==> src/rtl/uncached_store_buffer.sv <==
// Posted-write FIFO for uncached stores, drained in order as single-beat AXI writes.
// Define STORE_MERGE_EN to let a store to the word just pushed merge into that entry.
module uncached_store_buffer #(
    parameter int DEPTH = 4,
    parameter int PTR_W = $clog2(DEPTH)
) (
    input  logic        aclk,
    input  logic        aresetn,
    input  logic        st_valid,
    output logic        st_ready,
    input  logic [31:0] st_addr,
    input  logic [31:0] st_data,
    input  logic [3:0]  st_strb,
    input  logic [2:0]  st_size,
    input  logic [31:0] ld_addr,
    output logic        ld_hit,
    output logic        empty,
    output logic [31:0] awaddr,
    output logic [3:0]  awlen,
    output logic [2:0]  awsize,
    output logic        awvalid,
    input  logic        awready,
    output logic [31:0] wdata,
    output logic [3:0]  wstrb,
    output logic        wlast,
    output logic        wvalid,
    input  logic        wready,
    input  logic        bvalid,
    output logic        bready
);

    localparam int CW = PTR_W + 1;
    localparam logic [CW-1:0] FULL_CNT = CW'(DEPTH);

    typedef enum logic [1:0] {IDLE, SEND, RESP} state_t;

    logic [31:0]      addr_mem [DEPTH];
    logic [31:0]      data_mem [DEPTH];
    logic [3:0]       strb_mem [DEPTH];
    logic [2:0]       size_mem [DEPTH];
    logic [PTR_W-1:0] wr_ptr;
    logic [PTR_W-1:0] rd_ptr;
    logic [CW-1:0]    count;
    state_t           state;
    state_t           state_nxt;
    logic             full;
    logic             push;
    logic             pop;
    logic             merge;
    logic             latch;
    logic             unused_ld_bits;

    assign full = (count == FULL_CNT);

`ifdef STORE_MERGE_EN
    logic [PTR_W-1:0] last_ptr;
    logic             merge_ok;

    // With count>=2 the newest entry is valid and is never the head being sent.
    assign last_ptr = wr_ptr - PTR_W'(1);
    assign merge_ok = (count >= CW'(2)) && (addr_mem[last_ptr][31:2] == st_addr[31:2]);
    assign st_ready = !full || merge_ok;
    assign merge    = st_valid && merge_ok;
`else
    assign st_ready = !full;
    assign merge    = 1'b0;
`endif

    assign push  = st_valid && st_ready && !merge;
    assign pop   = (state == RESP) && bvalid;
    assign latch = (state == IDLE) && (count != '0);

    always_ff @(posedge aclk) begin
        if (push) begin
            addr_mem[wr_ptr] <= st_addr;
            data_mem[wr_ptr] <= st_data;
            strb_mem[wr_ptr] <= st_strb;
            size_mem[wr_ptr] <= st_size;
        end
`ifdef STORE_MERGE_EN
        else if (merge) begin
            for (int b = 0; b < 4; b++) begin
                if (st_strb[b]) data_mem[last_ptr][8*b +: 8] <= st_data[8*b +: 8];
            end
            strb_mem[last_ptr] <= strb_mem[last_ptr] | st_strb;
            size_mem[last_ptr] <= 3'd2;
        end
`endif
    end

    always_ff @(posedge aclk or negedge aresetn) begin
        if (!aresetn) begin
            wr_ptr <= '0;
            rd_ptr <= '0;
            count  <= '0;
        end else begin
            if (push) wr_ptr <= wr_ptr + PTR_W'(1);
            if (pop)  rd_ptr <= rd_ptr + PTR_W'(1);
            case ({push, pop})
                2'b10:   count <= count + CW'(1);
                2'b01:   count <= count - CW'(1);
                default: count <= count;
            endcase
        end
    end

    always_ff @(posedge aclk or negedge aresetn) begin
        if (!aresetn) state <= IDLE;
        else          state <= state_nxt;
    end

    always_comb begin
        state_nxt = state;
        case (state)
            IDLE: if (count != '0) state_nxt = SEND;
            SEND: if ((!awvalid || awready) && (!wvalid || wready)) state_nxt = RESP;
            RESP: if (bvalid) state_nxt = IDLE;
            default: state_nxt = IDLE;
        endcase
    end

    // AW and W complete independently; each valid drops on its own handshake.
    always_ff @(posedge aclk or negedge aresetn) begin
        if (!aresetn) begin
            awvalid <= 1'b0;
            wvalid  <= 1'b0;
        end else if (latch) begin
            awvalid <= 1'b1;
            wvalid  <= 1'b1;
        end else begin
            if (awready) awvalid <= 1'b0;
            if (wready)  wvalid  <= 1'b0;
        end
    end

    always_ff @(posedge aclk) begin
        if (latch) begin
            awaddr <= addr_mem[rd_ptr];
            awsize <= size_mem[rd_ptr];
            wdata  <= data_mem[rd_ptr];
            wstrb  <= strb_mem[rd_ptr];
        end
    end

    assign awlen  = 4'd0;
    assign wlast  = 1'b1;
    assign bready = (state == RESP);
    assign empty  = (count == '0) && (state == IDLE);

    // The head stays in the valid window until popped, so it keeps flagging hits.
    always_comb begin
        ld_hit = 1'b0;
        for (int i = 0; i < DEPTH; i++) begin
            if ((CW'(i) < count) && (addr_mem[rd_ptr + PTR_W'(i)][31:2] == ld_addr[31:2]))
                ld_hit = 1'b1;
        end
    end

    assign unused_ld_bits = ^ld_addr[1:0];

endmodule

==> config.mk <==
export PLATFORM = sky130hd
export DESIGN_NAME = uncached_store_buffer
export DESIGN_NICKNAME = d
export VERILOG_FILES = /design/src/rtl/uncached_store_buffer.sv
export SDC_FILE = /design/constraint.sdc
export NUM_CORES = 1
export LEC_CHECK = 0
export BUFFER_PORTS_ARGS = -buffer_cell sky130_fd_sc_hd__buf_2
export CAP_MARGIN = 15
export CELL_PAD_IN_SITES_DETAIL_PLACEMENT = 1
export CELL_PAD_IN_SITES_GLOBAL_PLACEMENT = 1
export CORE_MARGIN = 1.5
export CORE_UTILIZATION = 44
export DETAILED_ROUTE_END_ITERATION = 6
export PLACE_DENSITY = 0.71
export SLEW_MARGIN = 20
export SYNTH_ARGS = -nofsm -noshare
export SYNTH_HDL_FRONTEND = slang
export SYNTH_SLANG_ARGS = --single-unit
==> constraint.sdc <==
create_clock -name aclk -period 3.8 [get_ports aclk]
set_clock_uncertainty 0.1 [all_clocks]
set_input_delay 0.57 -clock aclk [delete_from_list [all_inputs] [get_ports aclk]]
set_output_delay 0.57 -clock aclk [all_outputs]
set_load 0.1 [all_outputs]
Word level (Yosys, flattened, before mapping)
Memory sizes are Yosys's and may differ from the RTL's. A register that Yosys moved wholly into a read port is not among the register bits.
Cells that the tools add are included.
{"block": "totals", "elab_cells": 69, "ram_bits": 284, "ff_bits": 43, "output_inout_bits": 82, "mem_count": 4, "in_bits": 109}
{"block": "classes", "n_reduce_logical": 21, "eq_ne": 12, "addsub": 6, "n_lt_le_gt_ge": 4, "n_mux": 15}
{"name": "addr_mem", "depth": 4, "word_bits": 32, "rd": 4, "rd_clocked_by_memory_dff": 0, "wr": 1, "line": "37", "rtl": "logic [31:0] addr_mem [DEPTH];"}
{"name": "data_mem", "depth": 4, "word_bits": 32, "rd": 1, "rd_clocked_by_memory_dff": 1, "wr": 1, "line": "38", "rtl": "logic [31:0] data_mem [DEPTH];"}
{"name": "strb_mem", "depth": 4, "word_bits": 4, "rd": 1, "rd_clocked_by_memory_dff": 1, "wr": 1, "line": "39", "rtl": "logic [3:0] strb_mem [DEPTH];"}
{"name": "size_mem", "depth": 4, "word_bits": 3, "rd": 1, "rd_clocked_by_memory_dff": 1, "wr": 1, "line": "40", "rtl": "logic [2:0] size_mem [DEPTH];"}
{"operator": "$eq 30x30->1", "count": 4}
{"operator": "$mux 1", "count": 10}
{"operator": "$logic_and 1x1->1", "count": 9}
{"operator": "$lt 1x3->1 const A", "count": 2}
{"operator": "$lt 2x3->1 const A", "count": 2}
{"operator": "$mux 2", "count": 3}
{"operator": "$ne 2x2->1 const B", "count": 3}
{"operator": "$pmux 2 s3", "count": 1}
{"operator": "$pmux 3 s2", "count": 1}
{"operator": "$reduce_bool 2->1", "count": 3}
{"operator": "$add 2x1->2 const B", "count": 2}
{"operator": "$add 2x2->2 const B", "count": 2}
{"operator": "$eq 2x1->1 const B", "count": 2}
{"operator": "$eq 2x2->1 const B", "count": 2}
{"operator": "$add 3x1->3 const B", "count": 1}
{"operator": "$eq 3x3->1 const B", "count": 1}
{"operator": "$logic_not 1->1", "count": 3}
{"operator": "$logic_not 3->1", "count": 1}
{"operator": "$reduce_and 3->1", "count": 1}
{"operator": "$reduce_bool 3->1", "count": 1}
{"operator": "$sub 3x1->3 const B", "count": 1}
{"operator": "$logic_not 2->1", "count": 1}
{"operator": "$logic_or 1x1->1", "count": 2}

Longest topological paths before layout
An unclocked memory read counts as a cell.
{"block": "depth", "ltp_word": 7, "depth_mapped": 11, "depth_no_buf": 9}

Worst setup path before layout
OpenSTA, ideal clock, no wires.
{"block": "synth_timing", "path_type": "reg-to-reg", "startpoint": "reg count[0]", "endpoint": "mem addr_mem[0][0] (enable)", "arrival_time_ps": 3262, "slack_ps": 1, "setup_time_ps": 437, "path_stages_with_launch": 5, "period_less_slack_ps": 3799, "t_required_ps": 3263, "cell_sequence": "dfrtp_1 > inv_1 > ha_1 > nand2_1 > and3_1"}
{"block": "synth_between", "elab_chain_cells": 5}
{"item": "start: declaration", "line": "43", "rtl": "logic [CW-1:0] count;"}
{"item": "start signal: assignment", "line": "100", "rtl": "2'b10: count <= count + CW'(1);"}
{"item": "start signal: assignment", "line": "101", "rtl": "2'b01: count <= count - CW'(1);"}
{"item": "start signal: assignment", "line": "102", "rtl": "default: count <= count;"}
{"item": "$eq 3x3->1", "line": "53", "rtl": "assign full = (count == FULL_CNT);"}
{"item": "$logic_not 1->1", "line": "65", "rtl": "assign st_ready = !full;"}
{"item": "named net st_ready", "line": "10", "rtl": "output logic st_ready,"}
{"item": "$logic_and 1x1->1", "line": "69", "rtl": "assign push = st_valid && st_ready && !merge;"}
{"item": "$mux 1", "line": "74", "rtl": "if (push) begin"}
{"item": "$mux 1 (implied by the code)", "line": "75", "rtl": "addr_mem[wr_ptr] <= st_addr;"}
{"item": "end: declaration", "line": "37"}
The timed path passes the listed nets, and every way through them passes these cells.

Final worst setup path
{"block": "layout_timing", "startpoint": "reg rd_ptr[0]", "endpoint": "out ld_hit"}
{"block": "layout_between", "elab_chain_cells": 7}
{"item": "start: declaration", "line": "42", "rtl": "logic [PTR_W-1:0] rd_ptr;"}
{"item": "start signal: assignment", "line": "98", "rtl": "if (pop) rd_ptr <= rd_ptr + PTR_W'(1);"}
{"item": "$add 2x1->2 or $mem_v2 4x32 (tied branches)"}
{"item": "$mem_v2 4x32 *"}
{"item": "$eq 30x30->1 or $logic_and 1x1->1 (tied branches)", "line": "154", "rtl": "if ((CW'(i) < count) && (addr_mem[rd_ptr + PTR_W'(i)][31:2] == ld_addr[31:2]))"}
{"item": "$logic_and 1x1->1 or $mux 1 (tied branches)", "line": "154"}
{"item": "$mux 1 (2 in a row)", "line": "154"}
{"item": "$mux 1 *", "line": "154"}
{"item": "end: declaration", "line": "16", "rtl": "output logic ld_hit,"}
Mark *: on every way between the ends. The rest lies on a longest branch, timed or not.

==> flow_summary.json <==
{
  "viasPerCell": 5.489,
  "clkSlewWorstSetupHoldPaths_ps": 60,
  "final_util": 0.5417,
  "finalSetupViolations": 1,
  "fin_area_sq_um": 20450,
  "wl_per_cell_microns": 25.26,
  "drive_gt1_frac": 0.3521,
  "worstPathMaxFanout": 6,
  "post-route-min-period_ps": 4196,
  "io_buffers": 183,
  "hpwlAfterDp_microns": 33650,
  "grt.total_usage": 0.2413,
  "final_common_cell": "edfxtp_1",
  "dieArea_sq_um": 39580,
  "wirelength_microns": 46660,
  "num_io_pins": 191,
  "fin_crit_sh": 1.104,
  "antenna_found_initial": 8,
  "hold_viol_final": 0,
  "ctsLongestPathBuffers": 3,
  "outcome": "finished with violations",
  "crit_top_cell": "buf_12",
  "die_h_microns": 199.0,
  "rows": 71,
  "endpoint_kind": "output port",
  "power.leakage_nw": 7.380,
  "synth_top_area_share": 0.6310,
  "grt_pass1_vias": 10940,
  "timing.slew.headroom": 0.5461,
  "syn_to_final_growth_pct": 21.06,
  "start_util": 0.4475,
  "final_cell_mix": "edfxtp_1, buf_2, buf_4",
  "yosysTopAreaCell": "edfxtp_1",
  "synth_area_leaders": "edfxtp_1, mux4_2, mux2i_1",
  "min_path_type": "primary input to flip-flop",
  "clock_latency_ps": 560,
  "criticalPathCategory": "flip-flop to output port",
  "vias": 10140,
  "gr-total-overflow": 0,
  "crit_chain": "buf_12 > buf_12 > mux4_2 > xor2_1 > nor4_2 > buf_4 > nand4_1 > or4_4 > o22ai_2 > a221o_1 > buf_12",
  "core-area_sq_um": 37760,
  "fin_nets": 1421,
  "cpLargestDelayFamily": "simple AND/OR/NAND/NOR gates",
  "place.gp.congestion": 0.9217,
  "critPathRequiredTime_ps": 3130,
  "multi_input_area_sq_um": 5582,
  "fillCellCount": 3659,
  "die_w_microns": 199.0,
  "powerDensity_nw_per_um2": 980.8,
  "worstMarginPinSlew_ps": 680.9,
  "ys_seq_area_frac": 0.6473,
  "root_buffer": "clkbuf_16",
  "drc": 0,
  "post-place-cells": 1762,
  "ys_seq_elements": 366,
  "p_total_w": 0.02006,
  "crit_slowest_cell": "dfrtp_4",
  "max_freq_mhz": 238.3,
  "setup_slack_ps": -396.1,
  "drt_iter0_markers": 571,
  "start_kind": "flip-flop",
  "syn_inst": 1030,
  "grt_start_max_net_pins": 40,
  "violations": "setup timing",
  "cts_tree": "built",
  "worstPathArrival_ps": 3530,
  "maxCapViolations": 0,
  "synth_cell_types": 54,
  "async_flop_share": 0.03005,
  "maxSlewViolCount": 0,
  "ir_drop_mv": 0.5755,
  "cts_made_buffers": 40,
  "grt_pass1_wl_microns": 68790,
  "postPlaceCellArea_sq_um": 19050,
  "postSynthAreaPerCell_sq_um": 16.40,
  "dominantRegCellSynth": "edfxtp_1",
  "detail-route-antenna-nets": 0,
  "regArea_sq_um": 10940,
  "cts_max_level": 2,
  "cpPeakStageDelay_ps": 540,
  "dr.pass1.iters": 5,
  "crit_buf_inv": 4,
  "numClockSinks": 366,
  "rsz0062_at_grt": "true",
  "instances_no_fill": 1847,
  "synth-edff-count": 355,
  "netlist_area_sq_um": 16890,
  "yosysWarningCount": 0
}
## area by class of cell
class,count,share of cell area
Antenna cell,4,0.0004894
Clock buffer,52,0.05267
Clock inverter,19,0.007585
Inverter,17,0.003303
Multi-Input combinational cell,576,0.2729
Sequential cell,366,0.5350
Tap cell,511,0.03126
Timing Repair Buffer,302,0.09678
## flip-flops by register name, indices dropped and copies added, names as in the netlist, 3 cells and up
name and cells:
addr_mem 128, data_mem 128, count 3, awsize 3
wstrb 4, strb_mem 16, size_mem 12, wdata 32
awaddr 32
## kinds of logic (layout without fill, tap and decap cells)
family / Yosys count / after routing / share of synthesized area
compound gates: 121 / 121 / 0.04999
fa+ha+maj: 9 / 9 / 0.006665
other cells: 2 / 9 / 0.0004445
xor+xnor: 91 / 91 / 0.04718
flops: 366 / 366 / 0.6473
simple gates: 157 / 157 / 0.04584
mux: 193 / 193 / 0.1752
buf+inv: 91 / 390 / 0.02740
## Yosys cell counts, types with 8 or more instances
master / n
dfrtp_1: 11
o21ai_0: 19
buf_4: 15
xor2_1: 26
edfxtp_1: 355
mux4_2: 77
nor2_1: 30
mux2_2: 13
nand2_1: 49
nor3_1: 9
o221ai_1: 8
o22ai_1: 13
a21oi_1: 25
clkbuf_1: 26
nor4_1: 9
nand4_1: 16
buf_2: 22
nor2b_1: 11
ha_1: 9
mux2i_1: 100
nand2b_1: 8
a211oi_1: 10
inv_1: 17
xnor2_1: 65
## where the power goes
part           switching [W]  internal [W]
Clock                0.00156       0.00208
Sequential          0.000440       0.00586
Combinational        0.00692       0.00320
Total                0.00892        0.0111
## worst paths after layout
check,start,endpoint,slack (ps),cells after the start
worst max-delay path,rd_ptr[0]$_DFFE_PN0P_,ld_hit,-400,11
worst min-delay path,bvalid,state[1]$_DFFE_PN0P_,120,2
worst max register to register,count[0]$_DFFE_PN0P_,addr_mem[1][10]$_DFFE_PP_,1330,5
worst min register to register,wvalid$_DFFE_PN0P_,wvalid$_DFFE_PN0P_,410,2
max in group asynchronous,aresetn,rd_ptr[0]$_DFFE_PN0P_,3010,2
min in group asynchronous,aresetn,wr_ptr[1]$_DFFE_PN0P_,350,2
## per-stage QoR
step / hold slack (ps) / setup TNS [ps] / setup slack [ps]
detailed placement: 371.0 / 0 / 48.96
global route: 100.4 / -528.1 / -528.1
floorplan: 174.4 / 0 / 1.088
finish: 118.1 / -396.1 / -396.1
CTS: 84.99 / -474.9 / -474.9
global placement: 365.5 / 0 / 45.77
## routing by layer
layer,vias to the layer above,global-route usage,part of all wire
li1,4635,-,-
met1,5128,0.2982,0.40
met2,276,0.4049,0.50
met3,91,0.06562,0.067
met4,8,0.09119,0.031
met5,-,0,0.0012
## repair_timing
| action | CTS | global route |
|---|---|---|
| hold endpoints to repair | 11 | 0 |
| resized for setup | 0 | 16 |
| hold buffers | 1 | 0 |
| buffers inserted | 2 | 7 |
| setup endpoints to repair | 1 | 1 |
| pin swaps | 0 | 3 |
Power figures use the tool's default switching activity.
